===== config.mk =====
export PLATFORM = sky130hd
export DESIGN_NAME = stage_writeback_arb
export DESIGN_NICKNAME = d
export VERILOG_FILES = /design/src/rtl/wb_pkg.sv /design/src/rtl/wb_div_fifo.sv /design/src/rtl/stage_writeback_arb.sv
export SDC_FILE = /design/constraint.sdc
export NUM_CORES = 1
export LEC_CHECK = 0
export ABC_AREA = 1
export CORE_ASPECT_RATIO = 0.8
export CORE_UTILIZATION = 41
export CTS_CLUSTER_SIZE = 24
export DETAILED_ROUTE_END_ITERATION = 10
export GPL_TIMING_DRIVEN = 0
export PLACE_DENSITY = 0.88
export SYNTH_ARGS = -nofsm -noshare
export SYNTH_HDL_FRONTEND = slang
export SYNTH_SLANG_ARGS = --single-unit
export TNS_END_PERCENT = 10

===== constraint.sdc =====
create_clock -name clk -period 7.2 [get_ports clk]
set_input_delay 1.44 -clock clk [delete_from_list [all_inputs] [get_ports clk]]
set_output_delay 1.44 -clock clk [all_outputs]
set_load 0.1 [all_outputs]

===== src/rtl/wb_pkg.sv =====
// Writeback arbiter shared types: load funct3 encodings and the
// divider-result queue entry.
package wb_pkg;

  localparam int WB_XMAX = 64;

  localparam logic [2:0] F3_LB  = 3'b000;
  localparam logic [2:0] F3_LH  = 3'b001;
  localparam logic [2:0] F3_LW  = 3'b010;
  localparam logic [2:0] F3_LBU = 3'b100;
  localparam logic [2:0] F3_LHU = 3'b101;

  typedef struct packed {
    logic [4:0]         rd;
    logic [WB_XMAX-1:0] result;
    logic [WB_XMAX-1:0] pc;
    logic [31:0]        inst;
  } wb_entry_t;

endpackage


===== src/rtl/wb_div_fifo.sv =====
// Divider-result queue: power-of-two ring buffer with push/pop in the
// same cycle; caller never pushes when full nor pops when empty.
module wb_div_fifo
  import wb_pkg::*;
#(
  parameter int DEPTH = 2
) (
  input  logic                   clk,
  input  logic                   rst,
  input  logic                   push,
  input  wb_entry_t              din,
  input  logic                   pop,
  output wb_entry_t              dout,
  output logic [$clog2(DEPTH):0] count,
  output logic                   full
);

  localparam int AW = $clog2(DEPTH);

  wb_entry_t       mem_q [DEPTH];
  wb_entry_t       mem_d [DEPTH];
  logic [AW-1:0]   wr_q, wr_d;
  logic [AW-1:0]   rd_q, rd_d;
  logic [AW:0]     cnt_q, cnt_d;

  // next pointers, occupancy and storage contents
  always_comb begin
    mem_d = mem_q;
    wr_d  = wr_q;
    rd_d  = rd_q;
    cnt_d = cnt_q + (AW+1)'(push) - (AW+1)'(pop);
    if (push) begin
      mem_d[wr_q] = din;
      wr_d        = wr_q + 1'b1;
    end
    if (pop) begin
      rd_d = rd_q + 1'b1;
    end
  end

  // pointer and count registers
  always_ff @(posedge clk) begin
    if (rst) begin
      wr_q  <= '0;
      rd_q  <= '0;
      cnt_q <= '0;
    end else begin
      wr_q  <= wr_d;
      rd_q  <= rd_d;
      cnt_q <= cnt_d;
    end
  end

  // storage needs no reset; occupancy guards every read
  always_ff @(posedge clk) begin
    mem_q <= mem_d;
  end

  assign dout  = mem_q[rd_q];
  assign count = cnt_q;
  assign full  = (cnt_q == (AW+1)'(DEPTH));

endmodule


===== src/rtl/stage_writeback_arb.sv =====
// Writeback arbiter: main pipe retires with zero latency, divider results
// bypass or queue. Optional retire trace under WB_TRACE_EN.
module stage_writeback_arb
  import wb_pkg::*;
#(
  parameter int XLEN         = 32,
  parameter int DIVQ_DEPTH   = 2,
  parameter int STARVE_LIMIT = 4
) (
  input  logic                          clk,
  input  logic                          rst,
  input  logic                          m_valid,
  input  logic [XLEN-1:0]               m_pc,
  input  logic [31:0]                   m_inst,
  input  logic [XLEN-1:0]               m_alu_result,
  input  logic [XLEN-1:0]               m_mem_data,
  input  logic [4:0]                    m_rd,
  input  logic                          m_reg_we,
  input  logic                          m_load,
  input  logic [2:0]                    m_funct3,
  input  logic [1:0]                    m_byte_offset,
  output logic                          m_stall,
  input  logic                          d_valid,
  input  logic [4:0]                    d_rd,
  input  logic [XLEN-1:0]               d_result,
  input  logic [XLEN-1:0]               d_pc,
  input  logic [31:0]                   d_inst,
  output logic                          d_ready,
  output logic                          rf_we,
  output logic [4:0]                    rf_dst,
  output logic [XLEN-1:0]               rf_data,
  output logic [$clog2(DIVQ_DEPTH):0]   q_count,
  output logic                          q_full
`ifdef WB_TRACE_EN
  ,
  output logic                          trace_valid,
  output logic [XLEN-1:0]               trace_pc,
  output logic [31:0]                   trace_inst
`endif
);

  localparam int SW = $clog2(STARVE_LIMIT + 1);

  logic [SW-1:0]   starve_q, starve_d;
  logic [7:0]      ld_b;
  logic [15:0]     ld_h;
  logic [XLEN-1:0] ld_data;
  logic [XLEN-1:0] m_wdata;
  logic            main_ret;
  logic            q_empty;
  logic            pop;
  logic            byp;
  logic            push;
  logic            sel_we;
  logic [XLEN-1:0] ret_pc;
  logic [31:0]     ret_inst;
  wb_entry_t       d_ent;
  wb_entry_t       head;
  logic            unused_hi;

  // load data alignment and extension
  always_comb begin
    ld_b = m_mem_data[{m_byte_offset, 3'b000} +: 8];
    ld_h = m_byte_offset[1] ? m_mem_data[31:16] : m_mem_data[15:0];
    case (m_funct3)
      F3_LB:   ld_data = {{(XLEN-8){ld_b[7]}}, ld_b};
      F3_LBU:  ld_data = {{(XLEN-8){1'b0}}, ld_b};
      F3_LH:   ld_data = {{(XLEN-16){ld_h[15]}}, ld_h};
      F3_LHU:  ld_data = {{(XLEN-16){1'b0}}, ld_h};
      default: ld_data = m_mem_data;
    endcase
    m_wdata = m_load ? ld_data : m_alu_result;
  end

  assign m_stall = (starve_q == SW'(STARVE_LIMIT));
  assign d_ready = !q_full;
  assign q_empty = (q_count == '0);

  always_comb begin
    d_ent        = '0;
    d_ent.rd     = d_rd;
    d_ent.result = WB_XMAX'(d_result);
    d_ent.pc     = WB_XMAX'(d_pc);
    d_ent.inst   = d_inst;
  end

  wb_div_fifo #(
    .DEPTH (DIVQ_DEPTH)
  ) u_fifo (
    .clk   (clk),
    .rst   (rst),
    .push  (push),
    .din   (d_ent),
    .pop   (pop),
    .dout  (head),
    .count (q_count),
    .full  (q_full)
  );

  // source select: main, then queue head, then divider bypass
  always_comb begin
    main_ret = !rst && m_valid && !m_stall && (m_inst != '0);
    pop      = !rst && !main_ret && !q_empty;
    byp      = !rst && !main_ret && q_empty && d_valid;
    push     = !rst && d_valid && d_ready && !byp;
    sel_we   = 1'b0;
    rf_dst   = m_rd;
    rf_data  = m_wdata;
    ret_pc   = m_pc;
    ret_inst = m_inst;
    unique case (1'b1)
      main_ret: begin
        sel_we = m_reg_we;
      end
      pop: begin
        sel_we   = 1'b1;
        rf_dst   = head.rd;
        rf_data  = head.result[XLEN-1:0];
        ret_pc   = head.pc[XLEN-1:0];
        ret_inst = head.inst;
      end
      byp: begin
        sel_we   = 1'b1;
        rf_dst   = d_rd;
        rf_data  = d_result;
        ret_pc   = d_pc;
        ret_inst = d_inst;
      end
      default: ;
    endcase
    rf_we = sel_we && (rf_dst != 5'd0);
  end

  // starvation count: main retiring over a waiting queue
  always_comb begin
    starve_d = '0;
    if (main_ret && !q_empty) begin
      starve_d = starve_q + 1'b1;
    end
  end

  // starvation register
  always_ff @(posedge clk) begin
    if (rst) begin
      starve_q <= '0;
    end else begin
      starve_q <= starve_d;
    end
  end

`ifdef WB_TRACE_EN
  logic            trace_valid_q, trace_valid_d;
  logic [XLEN-1:0] trace_pc_q, trace_pc_d;
  logic [31:0]     trace_inst_q, trace_inst_d;

  // capture whichever source retired; hold otherwise
  always_comb begin
    trace_valid_d = main_ret || pop || byp;
    trace_pc_d    = trace_pc_q;
    trace_inst_d  = trace_inst_q;
    if (trace_valid_d) begin
      trace_pc_d   = ret_pc;
      trace_inst_d = ret_inst;
    end
  end

  // trace registers
  always_ff @(posedge clk) begin
    if (rst) begin
      trace_valid_q <= 1'b0;
      trace_pc_q    <= '0;
      trace_inst_q  <= '0;
    end else begin
      trace_valid_q <= trace_valid_d;
      trace_pc_q    <= trace_pc_d;
      trace_inst_q  <= trace_inst_d;
    end
  end

  assign trace_valid = trace_valid_q;
  assign trace_pc    = trace_pc_q;
  assign trace_inst  = trace_inst_q;
  assign unused_hi   = ^{head.result, head.pc};
`else
  assign unused_hi   = ^{head.result, head.pc, ret_pc, ret_inst};
`endif

endmodule


==> results.json, run 1 <==
{
  "fmax_ghz": 0.163,
  "fin_crit_sh_pct": 85.2,
  "wirelength_mm": 16.9,
  "synth_cells": 545,
  "path_buf_inv": 3,
  "synth_edf_count": 74,
  "ant_nets": 0,
  "fin_nets": 994,
  "async_flop_share_pct": 0,
  "wl_per_cell_um": 18.9,
  "cap_viol_max_count": 0,
  "finClkSkew_ns": 0.00482,
  "crit_start": "m_byte_offset[0]",
  "grt_remaining_overflow": 0,
  "synth_seq_cells": 81,
  "clock_path_buffers": 2,
  "antenna-diode-count": 0,
  "whs_path_depth": 1,
  "tns_ns": 0,
  "cp_max_fo": 7,
  "syn-cell-area_um2": 4720,
  "total_power_uw": 2540,
  "crit_slowest_cell": "clkdlybuf4s50_1",
  "worstPathRequired_ns": 5.76,
  "setup_violations": 0,
  "core_um2": 11000,
  "cts_setup_buffers": 0,
  "area_growth_pct": 51.6,
  "tightestPinTransition_ns": 1.09,
  "grt_pass1_vias": 4859,
  "syn_area_per_cell_um2": 8.66,
  "r2r_start": "starve_q[0]$_SDFF_PP0_",
  "slowest_delay_ns": 1.21,
  "synth_area_leaders": "edfxtp_1, nand2_1, o21ai_0",
  "fin_area_um2": 7150,
  "slew_headroom_pct": 27.0,
  "report.final.hold_viol_count": 0,
  "seq_area_frac_synth_pct": 50.1,
  "grt_pass1_wl_mm": 25.5,
  "n_fill_cell": 894,
  "place_area_um2": 6840,
  "h-tree-depth": 3,
  "end_kind": "output port",
  "synth_top_area_share_pct": 47.1,
  "synth_cell_types": 36,
  "drive_gt1_share_pct": 6.93,
  "route.detailed.drc": 0,
  "synth_top_area_cell": "edfxtp_1",
  "cpLargestDelayFamily": "buffers and inverters",
  "r2r_slack_ns": 4.80,
  "dieArea_um2": 11900,
  "rows": 34,
  "dp_cells": 878,
  "die_h_um": 97.9,
  "ir_drop_mv": 0.256,
  "r2r_cells": 15,
  "io_pins": 288,
  "power_density_nw_per_um2": 356,
  "dpl.hpwl_mm": 13.1,
  "critPathKind": "input pin to output port",
  "start_kind": "input pin",
  "path_cells": "clkdlybuf4s50_1, inv_1, nor2_1, nand2_1, nand2_1, o22ai_1, o21ai_0, nand2_1, o211ai_1, clkdlybuf4s50_1",
  "cp.arrival_ns": 4.70,
  "worstReg2RegEnd": "u_fifo.count[1]$_SDFF_PP0_",
  "die_x_um": 122,
  "postCtsHoldBufs": 0,
  "rsz0062_at_grt": "no",
  "cpMostUsedCell": "nand2_1",
  "antenna_found_initial": 0,
  "drt_iter0_markers": 495,
  "hold_end": "starve_q[0]$_SDFF_PP0_",
  "ys.flop_type": "edfxtp_1",
  "firstDrtPassIters": 5,
  "hold_path_class": "flop to flop",
  "grt_max_degree": 24,
  "insertion_delay_ns": 0.34,
  "syn-num-nets": 794,
  "vias": 4917,
  "cts_tree": "built",
  "layout.cells.non_filler": 894,
  "ctsResizeCount": 0,
  "whs_ns": 0.464,
  "cts_sinks": 81,
  "start_util_pct": 42.8,
  "yosys_warnings": 0,
  "viasPerCell": 5.50,
  "min_from": "starve_q[0]$_SDFF_PP0_",
  "gp_congestion": 0.934,
  "cts-buffers-inserted": 9,
  "min_period_ns": 6.14,
  "ctsRootBufferMaster": "clkbuf_16",
  "grt_use_total_pct": 28.6,
  "leakage_uw": 0.00274,
  "maxSlewViolCount": 0,
  "path_clk_slew_ns": 0.06,
  "status": "finished, final reports clean",
  "place.port_buffers": 187
}
## state kept, by name (all words and copies together), names as in the netlist
signal,count
u_fifo.rd_q,1
u_fifo.count,2
u_fifo.wr_q,1
u_fifo.mem_q,74
starve_q,3
## how the worst max path moves through the flow
stage                              to  slack (ns)  depth (start not counted)
after floorplan           rf_data[31]        1.87                          9
after global placement     rf_data[4]        1.16                         10
after detailed placement   rf_data[3]        1.20                         10
after CTS                 rf_data[11]        1.18                          9
after global routing      rf_data[11]        1.01                         10
final                      rf_data[4]        1.06                         10
## where the power goes
part	switching, uW	internal, uW	total, uW
clock network	201	283	484
logic	1100	380	1480
registers	18.9	559	578
## routing by layer
layer,GRT usage [%],wire (um),vias up
met5,0,0,-
met2,45.7,7720,278
met1,37.4,6980,2312
met4,10.1,583,0
met3,7.30,1640,40
li1,-,-,2287
## cells in the mapped netlist (2+ instances only)
cell	number
nand3_1	18
buf_6	2
edfxtp_1	74
o22ai_1	6
inv_2	2
dfxtp_1	7
nand2_1	141
clkbuf_1	17
buf_4	2
buf_2	8
o221ai_1	25
mux2_2	5
inv_1	59
mux2i_1	18
nor2_2	5
o21ai_0	48
a31oi_1	2
o21ai_2	2
nor2_1	54
ha_1	4
o211ai_1	23
a21oi_1	9
## kinds of logic after synthesis
kind of cell / Yosys count / synth area share [%]
simple gates: 223 / 18.8
fa+ha+maj: 4 / 1.06
flops: 81 / 50.1
xor+xnor: 2 / 0.371
compound gates: 119 / 16.6
mux: 23 / 5.01
buf+inv: 93 / 8.12
## metrics by stage
stage / worst slack, ns / util, %
2_1_floorplan: 1.87 / -
3_5_place_dp: 1.20 / 62.1
3_3_place_gp: 1.16 / 61.4
6_report: 1.06 / 64.9
5_1_grt: 1.01 / 64.9
4_1_cts: 1.18 / 64.9
## layout by cell type (no fill, tap or decap), drive strengths merged, types with 2 or more instances in the layout
| master | synthesis | routed |
|---|---|---|
| o22ai | 6 | 6 |
| nor3 | 2 | 2 |
| ha | 4 | 4 |
| mux2 | 5 | 5 |
| clkdlybuf4s50 | 0 | 187 |
| o221ai | 25 | 25 |
| buf | 13 | 15 |
| o21ai | 51 | 51 |
| a21oi | 10 | 10 |
| nand2 | 142 | 142 |
| nand3 | 18 | 18 |
| edfxtp | 74 | 74 |
| inv | 61 | 64 |
| a31oi | 2 | 2 |
| clkinvlp | 0 | 2 |
| mux2i | 18 | 18 |
| dfxtp | 7 | 7 |
| clkbuf | 18 | 28 |
| nor2 | 59 | 59 |
| o211ai | 23 | 23 |
## layout make-up
| class | instances | area [um^2] | area share (%) |
|---|---|---|---|
| multi-input combinational | 371 | 1990 | 27.8 |
| timing repair buffer | 189 | 1930 | 26.9 |
| inverter | 62 | 233 | 3.25 |
| clock buffer | 10 | 239 | 3.34 |
| tap | 144 | 180 | 2.52 |
| sequential | 81 | 2360 | 33.0 |
| buffer | 31 | 150 | 2.10 |
| clock inverter | 6 | 73.8 | 1.03 |
(Power assumes the default switching activity.)
==> run 2: changes to the inputs <==
--- a/config.mk
+++ b/config.mk
@@ -9,3 +9,3 @@
 export CORE_ASPECT_RATIO = 0.8
-export CORE_UTILIZATION = 41
+export CORE_UTILIZATION = 38
 export CTS_CLUSTER_SIZE = 24
@@ -13,3 +13,3 @@
 export GPL_TIMING_DRIVEN = 0
-export PLACE_DENSITY = 0.88
+export PLACE_DENSITY = 0.82
 export SYNTH_ARGS = -nofsm -noshare
==> constraint.sdc (replaced) <==
create_clock -name clk -period 5.7 [get_ports clk]
set_input_delay 0.855 -clock clk [delete_from_list [all_inputs] [get_ports clk]]
set_output_delay 0.855 -clock clk [all_outputs]
set_load 0.1 [all_outputs]
==> run 2 against run 1 <==
Via count decreased by 1.0%; clock skew decreased by 0.0010 ns; critical endpoint is now rf_data[3]; largest power group unchanged; worst hold slack got worse by 0.016 ns; core utilization decreased by 6.0 points; critical path type unchanged; critical path depth unchanged; non-clock buffer count unchanged.
==> results.json, run 2 (same netlist as run 1, synthesis figures left out) <==
{
  "power_density_nw_per_um2": 445,
  "cap_viol_max_count": 0,
  "final_util_pct": 58.9,
  "firstDrtPassIters": 5,
  "place_ws_ns": 0.889,
  "slowest_delay_ns": 1.21,
  "cpMostUsedCell": "nand2_1",
  "antenna_found_initial": 0,
  "cts_sinks": 81,
  "dp_cells": 886,
  "maxSlewViolCount": 0,
  "whs_ns": 0.448,
  "largest_reg_flops": 74,
  "fmax_ghz": 0.205,
  "layout_common_cells": "clkdlybuf4s50_1, nand2_1, edfxtp_1",
  "cpLargestDelayFamily": "buffers and inverters",
  "viasPerCell": 5.40,
  "core_um2": 12100,
  "insertion_delay_ns": 0.33,
  "drt_iter0_markers": 467,
  "die_h_um": 102,
  "layout.cells.non_filler": 901,
  "min_period_ns": 4.89,
  "tightestPinTransition_ns": 1.04,
  "dpl.hpwl_mm": 12.2,
  "cts_tree": "built",
  "postCtsHoldBufs": 0,
  "hold_path_class": "flop to flop",
  "cts_setup_buffers": 0,
  "place.port_buffers": 187,
  "vias": 4868,
  "cp.arrival_ns": 4.03,
  "area_growth_pct": 51.3,
  "tns_ns": 0,
  "ctsResizeCount": 0,
  "path_buf_inv": 3,
  "fin_crit_sh_pct": 85.8,
  "layout_commonest_cell": "clkdlybuf4s50_1",
  "start_util_pct": 38.9,
  "h-tree-depth": 3,
  "grt_max_degree": 30,
  "die_x_um": 127,
  "ant_nets": 0,
  "dieArea_um2": 12900,
  "setup_violations": 0,
  "path_clk_slew_ns": 0.06,
  "antenna-diode-count": 0,
  "status": "finished, final reports clean",
  "cp_max_fo": 7,
  "critPathKind": "input pin to output port",
  "grt_use_total_pct": 25.0,
  "slew_headroom_pct": 30.4,
  "leakage_uw": 0.00274,
  "wl_per_cell_um": 17.8,
  "wirelength_mm": 16.0,
  "end_kind": "output port",
  "crit_slowest_cell": "clkdlybuf4s50_1",
  "cts-buffers-inserted": 9,
  "grt_pass1_vias": 4814,
  "fin_nets": 994,
  "ir_drop_mv": 0.345,
  "finalWorstSetupSlack_ns": 0.811,
  "io_pins": 288,
  "finClkSkew_ns": 0.00381,
  "path_cells": "clkdlybuf4s50_1, inv_1, nor2_1, nand2_1, nand2_1, o22ai_1, o21ai_0, nand2_1, o211ai_1, clkdlybuf4s50_1",
  "rsz0062_at_grt": "no",
  "ctsRootBufferMaster": "clkbuf_16",
  "grt_remaining_overflow": 0,
  "start_kind": "input pin",
  "clock_path_buffers": 2,
  "worstPathRequired_ns": 4.85,
  "report.final.hold_viol_count": 0,
  "route.detailed.drc": 0,
  "regMostFlops": "u_fifo.mem_q",
  "gp_congestion": 0.934,
  "rows": 36,
  "grt_pass1_wl_mm": 24.3,
  "drive_gt1_share_pct": 6.41
}
## run 2: cell types whose count changed in the layout (fill, tap and decap cells not counted)
cell,previous run,this run
clkinvlp_4,2,0
bufinv_16,1,2
inv_6,2,0
buf_12,0,2
clkbuf_1,17,19
clkbuf_8,1,0
buf_16,2,0
inv_8,1,0
clkinv_2,0,1
clkinv_1,1,2
## run 2: worst reg2reg max path, cell delays in order, from the launching register on
cell and delay, ns:
dfxtp_1 0.35, inv_1 0.05, ha_1 0.19, nand2_1 0.06
inv_1 0.06, nor2_1 0.11, o21ai_2 0.10, nand2_1 0.15
inv_2 0.10, buf_4 0.19, ha_1 0.29, inv_1 0.04
ha_1 0.18, xor2_1 0.15, o21ai_0 0.16, a21oi_1 0.06
## run 2: final timing paths
path / from / endpoint / slack, ns / cells after the start
min: starve_q[0]$_SDFF_PP0_ / starve_q[0]$_SDFF_PP0_ / 0.45 / 1
min reg2reg: starve_q[0]$_SDFF_PP0_ / starve_q[0]$_SDFF_PP0_ / 0.45 / 1
max: m_byte_offset[0] / rf_data[3] / 0.81 / 10
max reg2reg: starve_q[0]$_SDFF_PP0_ / u_fifo.count[1]$_SDFF_PP0_ / 3.33 / 15
## run 2: metrics by stage
step | power [uW] | area, um^2
after floorplan | 2070 | 4720
after global placement | 2550 | 6780
after detailed placement | 2580 | 6830
after CTS | 3180 | 7140
after global routing | 3290 | 7140
final | 3170 | 7140
## run 2: layout make-up
type	instances	area, um^2
buffer	31	150
clock buffer	11	233
clock inverter	4	68.8
fill	1008	4980
inverter	62	233
multi-input combinational	371	1990
sequential	81	2360
tap	152	190
timing repair buffer	189	1910
## run 2: routing by layer
layer  GRT usage, %  share of wire (%)  routed length, um
met5              0                  0                  0
met4           7.88                2.0                319
met3           7.13                 10               1660
met2           42.5                 47               7520
met1           31.0                 41               6490
## run 2: power breakdown
group          total (uW)  switching [uW]  leakage [uW]  internal, uW
Sequential            731            24.0      0.000734           707
Clock                 595             216      0.000147           379
Combinational        1850            1370       0.00185           479
Total                3170            1610       0.00274          1560
